`src/rtl/ffo_pkg.sv`:
```
// ffo_pkg: shared types and helpers for the find-first-one family.
//   ffo_mb_state_t : mask-builder FSM states (COLLECT, HOLD)
//   ffo_idx_w()    : index width for an N-bit mask, shared with the FFO encoder
package ffo_pkg;

    typedef enum logic {
        COLLECT = 1'b0,
        HOLD    = 1'b1
    } ffo_mb_state_t;

    function automatic int unsigned ffo_idx_w(input int unsigned n);
        return $clog2(n);
    endfunction

endpackage

```
`src/rtl/onehot_dec.sv`:
```
// onehot_dec: combinational index-to-one-hot decoder.
//   idx    [0:W-1] : bit index (numeric value)
//   onehot [0:N-1] : onehot[idx] = 1, ascending numbering
module onehot_dec #(
    parameter int unsigned N = 32,
    parameter int unsigned W = 5
) (
    input  logic [0:W-1] idx,
    output logic [0:N-1] onehot
);

    always_comb begin
        onehot = '0;
        for (int unsigned i = 0; i < N; i++) begin
            onehot[i] = (idx == W'(i));
        end
    end

endmodule

```
`src/rtl/ffo_mask_builder.sv`:
```
// ffo_mask_builder: packs a stream of bit indices into an N-bit mask.
//   clk, rst_n            : clock, asynchronous active-low reset
//   in_valid/in_ready     : index beat handshake
//   in_idx [0:W-1]        : index of the bit to set
//   in_last               : final beat of the frame
//   out_valid/out_ready   : completed-mask handshake
//   out_mask [0:N-1]      : accumulated mask, out_mask[i] set by index i
//   out_count [W:0]       : distinct bits set, 0..N
//   out_dup               : some index in the frame was repeated
module ffo_mask_builder
    import ffo_pkg::*;
#(
    parameter int unsigned N = 32,
    parameter int unsigned W = ffo_idx_w(N)
) (
    input  logic         clk,
    input  logic         rst_n,
    input  logic         in_valid,
    output logic         in_ready,
    input  logic [0:W-1] in_idx,
    input  logic         in_last,
    output logic         out_valid,
    input  logic         out_ready,
    output logic [0:N-1] out_mask,
    output logic [W:0]   out_count,
    output logic         out_dup
);

    localparam logic [W:0] CNT_ONE = (W+1)'(1);

    ffo_mb_state_t state;
    logic [0:N-1]  acc;
    logic [W:0]    count;
    logic          dup;
    logic [0:N-1]  idx_onehot;
    logic          hit;

    onehot_dec #(
        .N (N),
        .W (W)
    ) u_dec (
        .idx    (in_idx),
        .onehot (idx_onehot)
    );

    // Duplicate test uses acc before this beat's update.
    assign hit = |(acc & idx_onehot);

    always_ff @(posedge clk or negedge rst_n) begin
        if (!rst_n) begin
            state <= COLLECT;
            acc   <= '0;
            count <= '0;
            dup   <= 1'b0;
        end else begin
            case (state)
                COLLECT: begin
                    if (in_valid) begin
                        acc <= acc | idx_onehot;
                        if (hit) begin
                            dup <= 1'b1;
                        end else begin
                            count <= count + CNT_ONE;
                        end
                        if (in_last) begin
                            state <= HOLD;
                        end
                    end
                end
                HOLD: begin
                    if (out_ready) begin
                        acc   <= '0;
                        count <= '0;
                        dup   <= 1'b0;
                        state <= COLLECT;
                    end
                end
                default: state <= COLLECT;
            endcase
        end
    end

    // Outputs come only from registers or state decode.
    assign in_ready  = (state == COLLECT);
    assign out_valid = (state == HOLD);
    assign out_mask  = acc;
    assign out_count = count;
    assign out_dup   = dup;

endmodule

```
`config.mk`:
```
export PLATFORM = sky130hd
export DESIGN_NAME = ffo_mask_builder
export DESIGN_NICKNAME = d
export VERILOG_FILES = /design/src/rtl/ffo_pkg.sv /design/src/rtl/onehot_dec.sv /design/src/rtl/ffo_mask_builder.sv
export SDC_FILE = /design/constraint.sdc
export NUM_CORES = 1
export LEC_CHECK = 0
export CORE_ASPECT_RATIO = 1.4
export CORE_MARGIN = 5
export CORE_UTILIZATION = 49
export DETAILED_ROUTE_END_ITERATION = 6
export PLACE_DENSITY = 0.8
export SLEW_MARGIN = 25
export SYNTH_ARGS = -nofsm -noshare
export SYNTH_HDL_FRONTEND = slang
export SYNTH_SLANG_ARGS = --single-unit
```
`constraint.sdc`:
```
create_clock -name clk -period 2.6 [get_ports clk]
set_clock_uncertainty 0.15 [all_clocks]
set_input_delay 0.65 -clock clk [delete_from_list [all_inputs] [get_ports clk]]
set_output_delay 0.65 -clock clk [all_outputs]
set_load 0.05 [all_outputs]
```
==> flow_metrics.py <==
metrics = {
    "worst_setup_path": {
        "critPathCaptureType": "flip-flop",
        "arrival_ps": 2590,
        "path_cells": "clkdlybuf4s15_1 -> mux4_2 -> and3b_4 -> o31ai_4 -> nand4_4 -> buf_6 -> nor3b_2 -> mux2i_1",
        "crit_type": "primary input to flip-flop",
        "worstPathMaxFanout": 6,
        "start_kind": "primary input",
        "cp.required_ps": 2680,
        "cp_slowest_cell": "mux4_2",
        "max_stage_delay_ps": 510,
    },
    "timing": {
        "max_clock_freq_mhz": 399,
        "tightest_slew_ps": 866,
        "setup-violations-final": 0,
        "period_needed_ps": 2510,
        "relSlewSlack_pct": 42.3,
        "finalHoldViolCount": 0,
        "finalSetupTns_ps": 0,
        "drv_slew": 0,
        "period_share_pct": 96.5,
        "hold_slack_ps": 319,
    },
    "floorplan": {
        "die_h_um": 86.0,
        "core_um2": 3950,
        "die_w_um": 64.3,
        "rows": 27,
        "initial_core_util_pct": 51.1,
        "io-pin-count": 51,
        "dieArea_um2": 5530,
    },
    "layout": {
        "layout_common_cells": "44 x clkdlybuf4s50_1, 41 x nor2_1, 40 x dfrtp_1",
        "final_common_cell": "clkdlybuf4s50_1",
        "area_growth_pct": 52.1,
        "final_nets": 310,
        "antenna_cells": 0,
        "drive_above_1_share_pct": 24.3,
    },
    "placed_design": {
        "io_buffers": 50,
        "dpl.hpwl_mm": 4.31,
        "gp_congestion": 0.947,
    },
    "detailed_routing": {
        "wirelength_mm": 6.28,
        "ant_nets": 0,
        "drc": 0,
        "drtIter0Drc": 123,
        "via_per_inst": 5.82,
        "drtPass1Iterations": 4,
        "detail_route.wl_per_cell_um": 18.3,
        "num_vias": 1996,
    },
    "cts": {
        "cts_made_buffers": 5,
        "cts_max_level": 2,
        "cts_root_buf": "clkbuf_8",
        "path_clk_slew_ps": 80,
        "clock_sinks": 40,
        "cts_hold_buf": 0,
        "clk_latency_ps": 300,
        "clock_path_buffers": 2,
        "cts_tree": "yes",
    },
    "status": {
        "status": "complete, no violations",
    },
    "logic_synthesis": {
        "yosysUniqueCellTypes": 39,
        "synthArstFlopShare_pct": 100,
        "ys_warn_count": 0,
        "netlist_area_um2": 2020,
        "syn-num-nets": 228,
        "synth-seq-cells": 40,
        "synthCells": 217,
        "synth_flop_cell": "dfrtp_1",
        "syn_avg_cell_area_um2": 9.31,
        "yosysSeqAreaShare_pct": 49.5,
        "synth_edf_count": 0,
    },
    "power_and_ir_drop": {
        "p_per_area_nw_per_um2": 614,
        "irDropWorstVdd_mv": 0.606,
        "leakage_nw": 1.37,
    },
    "global_routing": {
        "grt_pass1_wl_mm": 10.2,
        "antenna_found_initial": 0,
        "grt_pass1_vias": 2051,
        "grt_max_degree": 41,
        "gr-total-overflow": 0,
        "track_usage_pct": 23.3,
    },
    "min_path": {
        "hp-class": "primary input to asynchronous set/reset pin",
    },
    "run": {
        "maxCapViolCount": 0,
    },
}
[cells in the mapped netlist, types with 2 or more instances]
library cell | n | area share (%)
o21ai_0 | 2 | 0.50
nor4_1 | 3 | 0.93
mux2i_1 | 9 | 4.5
and2_1 | 2 | 0.62
nand2_1 | 14 | 2.6
nand4b_1 | 3 | 1.3
o311ai_0 | 2 | 0.87
inv_1 | 5 | 0.93
buf_2 | 4 | 0.99
a21oi_1 | 37 | 9.2
nor3_1 | 8 | 2.0
dfrtp_1 | 40 | 50
a31oi_1 | 2 | 0.62
nand3_1 | 4 | 0.99
mux4_2 | 2 | 2.2
nand2b_1 | 3 | 0.93
nor2_1 | 41 | 7.6
nand3b_1 | 3 | 1.1
clkbuf_1 | 9 | 1.7
nor4b_1 | 4 | 1.7
nand4_1 | 2 | 0.62
[final cells by class]
type                    instances  area (µm²)
fillers                       261         880
clock inverters                 2        35.0
flip-flops and latches         40        1000
well taps                      43        53.8
inverters                       5        18.8
repair buffers                 90         833
multi-input cells             157        1060
clock buffers                   6        72.6
[cells by family after synthesis]
family,after synthesis,synth area share [%]
and+or+nand+nor,96,24.8
muxes,11,6.69
AOI/OAI and AO/OA,49,14.1
adders and majority gates,1,0.619
DFF,40,49.5
buffers and inverters,20,4.33
[path summary, 6_finish.rpt]
kind / from / to / slack [ps] / depth (start not counted)
min in group clk: out_count[5] / out_count[5] / 350 / 1
setup / recovery: in_idx[4] / out_count[5] / 90 / 8
setup reg to reg: out_mask[15] / out_count[5] / 320 / 7
max in group asynchronous: rst_n / out_mask[25] / 1440 / 1
hold / removal: rst_n / out_count[1] / 320 / 1
hold reg to reg: out_count[5] / out_count[5] / 350 / 1
[per-stage QoR]
| stage | instance area (µm²) | util (%) | worst slack (ps) | std cells | power [mW] |
|---|---|---|---|---|---|
| after floorplan | 2020 | - | 66.1 | 217 | 1.11 |
| after global placement | 2760 | 69.7 | -476 | 329 | 1.34 |
| after detailed placement | 2760 | 69.7 | -522 | 329 | 1.34 |
| after CTS | 2920 | 73.9 | -4.28 | 340 | 1.85 |
| after global routing | 3070 | 77.7 | -22.7 | 343 | 1.96 |
| final | 3070 | 77.7 | 91.8 | 343 | 1.89 |
[worst max-delay path: cells and delay by family]
family,cells,cell delay [ps]
buf+inv,2,430
mux,2,700
simple gates,3,550
compound gates,1,250
[registers in the layout, indices dropped and copies added, names as in the netlist]
signal,count
out_mask,32
out_valid,1
out_count,6
out_dup,1
[per-layer routing]
metal  up-vias  share of wire (%)  routed length [µm]  track usage, %
met2        63                 53                3310            39.5
li1        937                  -                   -               -
met5         -                  0                   0               0
met4         0                1.3                  84            7.59
met3         9                5.3                 331            5.37
met1       987                 41                2550            28.9
[report_power, final]
| part | internal, mW | total (mW) | switching [mW] |
|---|---|---|---|
| clock | 0.285 | 0.509 | 0.224 |
| combinational | 0.228 | 0.628 | 0.400 |
| sequential | 0.682 | 0.749 | 0.0675 |
| total | 1.19 | 1.89 | 0.692 |
[what timing repair did]
item / in CTS / in global routing
setup buffers: 3 / 3
pin swaps: 3 / 11
gates resized for setup: 13 / 26
endpoints found under the setup margin: 7 / 7
No activity file was read; power rests on OpenSTA's default activity.
